--- config.mk ---
export PLATFORM = sky130hd
export DESIGN_NAME = kn_stream_ctrl
export DESIGN_NICKNAME = d
export VERILOG_FILES = /design/src/rtl/kn_ctrl_pkg.sv /design/src/rtl/kn_job_cfg.sv /design/src/rtl/kn_stream_ctrl.sv
export SDC_FILE = /design/constraint.sdc
export NUM_CORES = 2
export LEC_CHECK = 0
export ABC_AREA = 0
export CAP_MARGIN = 20
export CORE_AREA = 2 2 298 300
export CTS_CLUSTER_DIAMETER = 80
export DETAILED_ROUTE_END_ITERATION = 12
export DIE_AREA = 0 0 300 302
export GPL_TIMING_DRIVEN = 0
export PLACE_DENSITY = 0.78
export SYNTH_ARGS = -nofsm -noshare
export SYNTH_HDL_FRONTEND = slang
export SYNTH_SLANG_ARGS = --single-unit
--- constraint.sdc ---
create_clock -name clk -period 31.8 [get_ports clk]
set_clock_uncertainty 0.05 [all_clocks]
set_input_delay 7.95 -clock clk [delete_from_list [all_inputs] [get_ports clk]]
set_output_delay 7.95 -clock clk [all_outputs]
set_load 0.05 [all_outputs]
--- src/rtl/kn_ctrl_pkg.sv ---
// Shared types, constants and the rotated block-mask helper for the KN stream controller.
package kn_ctrl_pkg;

   localparam int DIM_W = 21;
   // Wide enough for G*N*(M/NUM_PES) with every dimension at full width.
   localparam int L_W   = 3 * DIM_W;

   typedef enum logic [1:0] {
      ST_IDLE  = 2'd0,
      ST_CFG   = 2'd1,
      ST_RUN   = 2'd2,
      ST_DRAIN = 2'd3
   } state_e;

   // Bit j set iff (j - rd_ptr) mod nblk < cnt; nblk must be a power of 2 and <= 32.
   function automatic logic [31:0] rot_mask(input int unsigned rd_ptr,
                                            input int unsigned cnt,
                                            input int unsigned nblk);
      logic [31:0] m;
      m = '0;
      for (int unsigned j = 0; j < 32; j++) begin
         if ((j < nblk) && (((j + nblk - rd_ptr) & (nblk - 1)) < cnt))
            m[j] = 1'b1;
      end
      return m;
   endfunction

endpackage

--- src/rtl/kn_job_cfg.sv ---
// Derives K_PAD, group count, tail width and total load count from a latched job, plus validity.
module kn_job_cfg
   import kn_ctrl_pkg::*;
#(
   parameter int NUM_PES          = 16,
   parameter int LOG2_PES         = 4,
   parameter int PARA_BLOCKS      = 4,
   parameter int LOG2_PARA_BLOCKS = 2
) (
   input  logic [DIM_W-1:0]          i_m_dim,
   input  logic [DIM_W-1:0]          i_k_dim,
   input  logic [DIM_W-1:0]          i_n_dim,
   output logic [DIM_W-1:0]          o_k_pad,
   output logic [DIM_W-1:0]          o_groups,
   output logic [LOG2_PARA_BLOCKS:0] o_tail,
   output logic [L_W-1:0]            o_loads,
   output logic                      o_valid
);

   localparam int LOG2_W = LOG2_PES + LOG2_PARA_BLOCKS;
   localparam logic [DIM_W:0] W_M1 = (DIM_W + 1)'((PARA_BLOCKS * NUM_PES) - 1);

   logic [DIM_W:0]              k_ext;
   logic [DIM_W:0]              kpad_ext;
   logic [DIM_W:0]              pad_elems;
   logic [LOG2_PARA_BLOCKS-1:0] pad_cnt;

   always_comb begin
      k_ext     = {1'b0, i_k_dim};
      // Round up to a multiple of W with an add and a mask; one spare bit absorbs the carry.
      kpad_ext  = (k_ext + W_M1) & ~W_M1;
      pad_elems = kpad_ext - k_ext;
      pad_cnt   = LOG2_PARA_BLOCKS'(pad_elems >> LOG2_PES);
      o_k_pad   = kpad_ext[DIM_W-1:0];
      o_groups  = DIM_W'(kpad_ext >> LOG2_W);
      o_tail    = (LOG2_PARA_BLOCKS + 1)'(PARA_BLOCKS) - {1'b0, pad_cnt};
      o_loads   = L_W'(o_groups) * L_W'(i_n_dim) * L_W'(i_m_dim >> LOG2_PES);
      o_valid   = (i_m_dim != '0) && (i_k_dim != '0) && (i_n_dim != '0) &&
                  (i_m_dim[LOG2_PES-1:0] == '0) && (i_k_dim[LOG2_PES-1:0] == '0);
   end

endmodule

--- src/rtl/kn_stream_ctrl.sv ---
// Job sequencer for the KN loader, its per-block FIFOs and the PE array: issues loads and pops
// the FIFOs in the loader's rotated, padding-aware order.
module kn_stream_ctrl
   import kn_ctrl_pkg::*;
#(
   parameter int DATA_TYPE        = 8,
   parameter int NUM_PES          = 16,
   parameter int LOG2_PES         = 4,
   parameter int PARA_BLOCKS      = 4,
   parameter int LOG2_PARA_BLOCKS = 2
) (
   input  logic                        clk,
   input  logic                        rst,
   input  logic                        i_start,
   input  logic [DIM_W-1:0]            i_M_DIM,
   input  logic [DIM_W-1:0]            i_K_DIM,
   input  logic [DIM_W-1:0]            i_N_DIM,
   output logic [DIM_W-1:0]            o_M_DIM,
   output logic [DIM_W-1:0]            o_K_DIM,
   output logic [DIM_W-1:0]            o_K_PAD,
   output logic [DIM_W-1:0]            o_N_DIM,
   output logic                        o_load_clr,
   output logic                        o_load_ena,
   input  logic                        i_load_full,
   input  logic [PARA_BLOCKS-1:0]      i_fifo_empty,
   output logic [PARA_BLOCKS-1:0]      o_fifo_rd_en,
   input  logic                        i_pe_ready,
   output logic                        o_pe_valid,
   output logic [PARA_BLOCKS-1:0]      o_blk_mask,
   output logic [LOG2_PARA_BLOCKS-1:0] o_blk_rot,
   output logic                        o_last_group,
   output logic                        o_busy,
   output logic                        o_done,
   output logic                        o_err
);

   // Parameter sanity guard; intentionally empty when the parameters are consistent.
   if ((DATA_TYPE < 1) || ((1 << LOG2_PES) != NUM_PES) ||
       ((1 << LOG2_PARA_BLOCKS) != PARA_BLOCKS)) begin : g_bad_params
   end

   state_e                      state_q, state_d;
   logic [DIM_W-1:0]            m_q, m_d, k_q, k_d, n_q, n_d, kpad_q, kpad_d;
   logic [DIM_W-1:0]            g_q, g_d, grp_q, grp_d, col_q, col_d, iter_q, iter_d;
   logic [LOG2_PARA_BLOCKS:0]   tail_q, tail_d;
   logic [L_W-1:0]              l_q, l_d, issued_q, issued_d, popped_q, popped_d;
   logic [LOG2_PARA_BLOCKS-1:0] rd_ptr_q, rd_ptr_d, blk_rot_q, blk_rot_d;
   logic [PARA_BLOCKS-1:0]      blk_mask_q, blk_mask_d;
   logic                        err_q, err_d, done_q, done_d;
   logic                        pe_valid_q, pe_valid_d, last_q, last_d;

   logic [DIM_W-1:0]            kpad_c, g_c;
   logic [LOG2_PARA_BLOCKS:0]   tail_c;
   logic [L_W-1:0]              l_c;
   logic                        cfg_ok;

   logic                        last_grp, pop;
   logic [LOG2_PARA_BLOCKS:0]   cnt;
   logic [PARA_BLOCKS-1:0]      mask;

   kn_job_cfg #(
      .NUM_PES          (NUM_PES),
      .LOG2_PES         (LOG2_PES),
      .PARA_BLOCKS      (PARA_BLOCKS),
      .LOG2_PARA_BLOCKS (LOG2_PARA_BLOCKS)
   ) u_job_cfg (
      .i_m_dim  (m_q),
      .i_k_dim  (k_q),
      .i_n_dim  (n_q),
      .o_k_pad  (kpad_c),
      .o_groups (g_c),
      .o_tail   (tail_c),
      .o_loads  (l_c),
      .o_valid  (cfg_ok)
   );

   always_comb begin
      state_d    = state_q;
      m_d        = m_q;
      k_d        = k_q;
      n_d        = n_q;
      kpad_d     = kpad_q;
      g_d        = g_q;
      tail_d     = tail_q;
      l_d        = l_q;
      grp_d      = grp_q;
      col_d      = col_q;
      iter_d     = iter_q;
      issued_d   = issued_q;
      popped_d   = popped_q;
      rd_ptr_d   = rd_ptr_q;
      err_d      = err_q;
      done_d     = 1'b0;
      pe_valid_d = 1'b0;
      blk_mask_d = '0;
      blk_rot_d  = '0;
      last_d     = 1'b0;

      last_grp     = (grp_q == g_q - DIM_W'(1));
      cnt          = last_grp ? tail_q : (LOG2_PARA_BLOCKS + 1)'(PARA_BLOCKS);
      mask         = PARA_BLOCKS'(rot_mask(32'(rd_ptr_q), 32'(cnt), PARA_BLOCKS));
      o_load_ena   = (state_q == ST_RUN) && (issued_q < l_q);
      o_load_clr   = (state_q == ST_CFG) && cfg_ok;
      // A group pops only when every FIFO it touches has data; never a partial group.
      pop          = (state_q == ST_RUN) && i_pe_ready && ((mask & i_fifo_empty) == '0) &&
                     (popped_q < l_q);
      o_fifo_rd_en = pop ? mask : '0;

      if (o_load_ena && !i_load_full)
         issued_d = issued_q + L_W'(1);

      if (pop) begin
         pe_valid_d = 1'b1;
         blk_mask_d = mask;
         blk_rot_d  = rd_ptr_q;
         last_d     = last_grp;
         popped_d   = popped_q + L_W'(1);
         if (last_grp) begin
            grp_d    = '0;
            rd_ptr_d = rd_ptr_q + tail_q[LOG2_PARA_BLOCKS-1:0];
            if (col_q == n_q - DIM_W'(1)) begin
               col_d  = '0;
               iter_d = iter_q + DIM_W'(1);
            end else begin
               col_d  = col_q + DIM_W'(1);
            end
         end else begin
            grp_d = grp_q + DIM_W'(1);
         end
      end

      case (state_q)
         ST_IDLE: begin
            if (i_start) begin
               m_d     = i_M_DIM;
               k_d     = i_K_DIM;
               n_d     = i_N_DIM;
               err_d   = 1'b0;
               state_d = ST_CFG;
            end
         end
         ST_CFG: begin
            kpad_d = kpad_c;
            if (!cfg_ok) begin
               err_d   = 1'b1;
               state_d = ST_IDLE;
            end else begin
               g_d      = g_c;
               tail_d   = tail_c;
               l_d      = l_c;
               rd_ptr_d = '0;
               grp_d    = '0;
               col_d    = '0;
               iter_d   = '0;
               issued_d = '0;
               popped_d = '0;
               state_d  = ST_RUN;
            end
         end
         ST_RUN: begin
            if (pop && (popped_d == l_q))
               state_d = ST_DRAIN;
         end
         ST_DRAIN: begin
            // The last group's o_pe_valid is on the bus this cycle; done follows it.
            done_d  = 1'b1;
            state_d = ST_IDLE;
         end
         default: state_d = ST_IDLE;
      endcase
   end

   always_ff @(posedge clk) begin
      if (rst) begin
         state_q    <= ST_IDLE;
         m_q        <= '0;
         k_q        <= '0;
         n_q        <= '0;
         kpad_q     <= '0;
         g_q        <= '0;
         tail_q     <= '0;
         l_q        <= '0;
         grp_q      <= '0;
         col_q      <= '0;
         iter_q     <= '0;
         issued_q   <= '0;
         popped_q   <= '0;
         rd_ptr_q   <= '0;
         err_q      <= 1'b0;
         done_q     <= 1'b0;
         pe_valid_q <= 1'b0;
         blk_mask_q <= '0;
         blk_rot_q  <= '0;
         last_q     <= 1'b0;
      end else begin
         state_q    <= state_d;
         m_q        <= m_d;
         k_q        <= k_d;
         n_q        <= n_d;
         kpad_q     <= kpad_d;
         g_q        <= g_d;
         tail_q     <= tail_d;
         l_q        <= l_d;
         grp_q      <= grp_d;
         col_q      <= col_d;
         iter_q     <= iter_d;
         issued_q   <= issued_d;
         popped_q   <= popped_d;
         rd_ptr_q   <= rd_ptr_d;
         err_q      <= err_d;
         done_q     <= done_d;
         pe_valid_q <= pe_valid_d;
         blk_mask_q <= blk_mask_d;
         blk_rot_q  <= blk_rot_d;
         last_q     <= last_d;
      end
   end

   assign o_M_DIM      = m_q;
   assign o_K_DIM      = k_q;
   assign o_N_DIM      = n_q;
   assign o_K_PAD      = kpad_q;
   assign o_pe_valid   = pe_valid_q;
   assign o_blk_mask   = blk_mask_q;
   assign o_blk_rot    = blk_rot_q;
   assign o_last_group = last_q;
   assign o_busy       = (state_q != ST_IDLE);
   assign o_done       = done_q;
   assign o_err        = err_q;

endmodule

==> results.md <==
* Yosys reg bits at 315
* Sequential share of power at a little under a quarter
* Largest net degree at the start of global routing at 15
* TritonCTS Buffers at 39
* Final setup TNS at 0 ns
* Hold-fix buffers, CTS at 0
* XOR/XNOR Fraction of Synth Area at approximately 4.8%
* Vias in the first global route at approximately 42k
* EDFF count, synth at 0
* Routability cong. at 1.00
* Ys Warns at 0
* HPWL after detailed placement at 125000 µm
* CP Max Fanout at 10
* Slew Limit Fails at 0
* Switching share of power at 45.8%
* Detail Route Antenna Nets at 0
* Total track usage at about 34%
* Synth Area in Simple Gates at 20.9%
* Resized cells post-CTS at 0
* DIE AREA at 90600 µm²
* Drt wl/cell at around 21 µm
* Clock Latency Late Sink at around 0.6 ns
* Status: finished clean
* Unique masters post-synth at 87
* Design area at 52200 µm²
* First-pass GRT wire length at 238000 µm
* Share of cells above drive strength 1 at 2.17%
* Internal power at between 1 and 1.5 mW
* Yosys top cell area share at between 30% and 40%
* Power per Cell Area at roughly 35 nW/µm²
* Die W at 300 µm
* I/O Buffers at 166
* Initial drt markers at 3426
* Synth Area in Compound Gates at 7.89%
* Startpoint types: primary input
* Core ar. at 87600 µm²
* Post-synthesis cell count at 5658
* Primary FF master, synth: dfxtp_1
* Worst hold path class: reg2reg
* Area growth from synthesis to layout at 9.64%
* Die Y at 302 µm
* Root buffer cell: clkbuf_16
* Register area share after synthesis at 13.2%
* Clock-pin slew on the worst setup and hold paths at 0.06 ns
* Unrepaired setup endpoints after global routing: false
* Placed cell area at approximately 51000 µm²
* Critical Path End Type: output port
* Max VDD drop at 0.0454 mV
* Rel. slew slack at 11.9%
* Largest area contributor in the netlist: fa_1
* Rows at 109
* Top cells by area, synth: fa_1, dfxtp_1, ha_1, inv_1, nand2_1
* Synthesized area per cell at 8.42 µm²
* Setup Fix Bufs, Post-CTS at 0
* Mux cell area share after synthesis at 0.300%
* Final Hold Fails at 0
* First-pass DRT Iterations at 5
* Layout fillers at 7745
* Kind of critical path: in2out
* Commonest cells in the netlist: inv_1, nand2_1, fa_1
* Final Critical Period at 19.88 ns
* Initial antenna violation count at 3
* Grt total ovfl at 0
* Crit path DAT at between 10 and 15 ns
* Final net count at 7109
* Static Leak at approximately 24 nW
* Max cap viols at 0
* FMAX at 50.3 MHz
* Most frequent cell after synthesis: inv_1
* # DRC at 0
* Vias per cell at ~5.7
* Pwr Total at 1.85 mW
* Worst slew pin tran at 1.31 ns
* Synth Area in Adders at 42.8%
* Final setup fails at 0
* CTS tree: yes
* Vias post-DR at about 40k
* Clk sinks at 315
* Top Ports at 173
* Largest family of logic cells by synthesized area: adder cells
* Syn Std Cell Area at 47600 µm²
* Ys async rst share at 0%
* Period utilization at 62.5%
* Initial Util at 54.4%
* WP data required at between 20 and 25 ns
* WL final at around 150000 µm
* Clock Tree Buf Depth at 3
* Clock power share at 25.9%
* Comb power frac at 51.2%
* H-tree depth at 2
* Switch Pwr at between 800 and 900 µW
cell families (layout without fill, tap and decap cells):
logic type,count (synthesis),count (layout)
buffers and inverters,1265,1510
other,1,8
adders and majority gates,1156,1156
AOI/OAI and AO/OA,597,597
DFF,315,315
and+or+nand+nor,2054,2054
xor gates and xnor gates,256,256
muxes,14,14
registers in the layout (all words and copies together), names as in the netlist, named ones only:
signal        count
g_q              16
grp_q            21
issued_q         63
l_q              57
o_K_DIM          21
o_K_PAD          15
o_M_DIM          21
o_N_DIM          21
o_blk_mask        4
o_blk_rot         2
o_done            1
o_err             1
o_last_group      1
o_pe_valid        1
popped_q         63
rd_ptr_q          2
state_q           1
tail_q            3
layout by cell type, fill, tap and decap left out, types with 17 or more instances in the layout:
master / synthesis / layout
or3_1: 30 / 30
nand4_1: 79 / 79
buf_4: 10 / 17
clkbuf_1: 253 / 257
a211oi_1: 29 / 29
fa_1: 789 / 789
nand3_1: 73 / 73
inv_1: 983 / 983
xor2_1: 104 / 104
nor4_1: 39 / 39
nand2b_1: 49 / 49
a21oi_1: 243 / 243
nand2_1: 905 / 905
a31oi_1: 23 / 23
o21ai_0: 81 / 81
clkdlybuf4s50_1: 0 / 166
nor2_1: 254 / 254
xnor2_1: 150 / 150
clkbuf_16: 0 / 39
nor2b_1: 74 / 74
and3_1: 70 / 70
dfxtp_1: 315 / 315
and2_1: 347 / 347
ha_1: 367 / 367
and4_1: 18 / 18
nor3_1: 61 / 61
o21a_1: 18 / 18
a21o_1: 80 / 80
layer usage:
layer / GRT usage, % / part of all wire [%]
met3: 8.26 / 11
met1: 44.6 / 40
met2: 54.1 / 45
met5: 0 / 0
met4: 15.9 / 5.4
power by group through the flow:
stage | combinational, mW | sequential (mW) | clock, mW
CTS | 0.925 | 0.423 | 0.480
global placement | 0.895 | 0.432 | 0
detailed placement | 0.919 | 0.432 | 0
floorplan | 0.592 | 0.446 | 0
global route | 1.04 | 0.425 | 0.499
finish | 0.946 | 0.424 | 0.478
layout make-up:
class	instances	area (µm²)	area share (%)
Clock buffer	47	1050	2.00
Multi-Input combinational cell	4083	36500	70.0
Timing Repair Buffer	177	1760	3.37
Buffer	281	1110	2.13
Inverter	984	3690	7.07
Clock inverter	21	304	0.582
Antenna cell	2	5.00	0.00959
Sequential cell	315	6310	12.1
Tap cell	1165	1460	2.79
worst max-delay path: stages:
cell             delay, ns
clkdlybuf4s50_1       0.51
nor3b_1               0.20
nand2_1               0.10
nor2_1                0.11
o21ai_0               0.11
o21ai_1               0.17
and4_1                0.40
buf_6                 0.23
buf_4                 0.27
buf_4                 0.28
clkbuf_1              0.52
and2_1                0.21
clkdlybuf4s50_1       0.80
worst paths after layout:
kind                              startpoint         endpoint  slack, ns  depth (start not counted)
worst max-delay path              i_pe_ready  o_fifo_rd_en[1]      11.92                         13
worst min register to register  popped_q[62]     popped_q[62]       0.41                          1
worst max register to register    o_K_DIM[1]          l_q[55]      13.01                         59
worst min-delay path            popped_q[62]     popped_q[62]       0.41                          1
through the flow:
step | util, % | hold slack, ns | setup WS [ns] | std cells
after floorplan | - | 0.370 | 13.83 | 5663
final | 59.6 | 0.407 | 11.92 | 7075
after detailed placement | 58.0 | 0.390 | 11.98 | 7001
after global routing | 59.6 | 0.428 | 11.75 | 7073
after global placement | 58.0 | 0.384 | 12.02 | 6994
after CTS | 59.6 | 0.408 | 11.98 | 7069
Power figures use the tool's default switching activity.
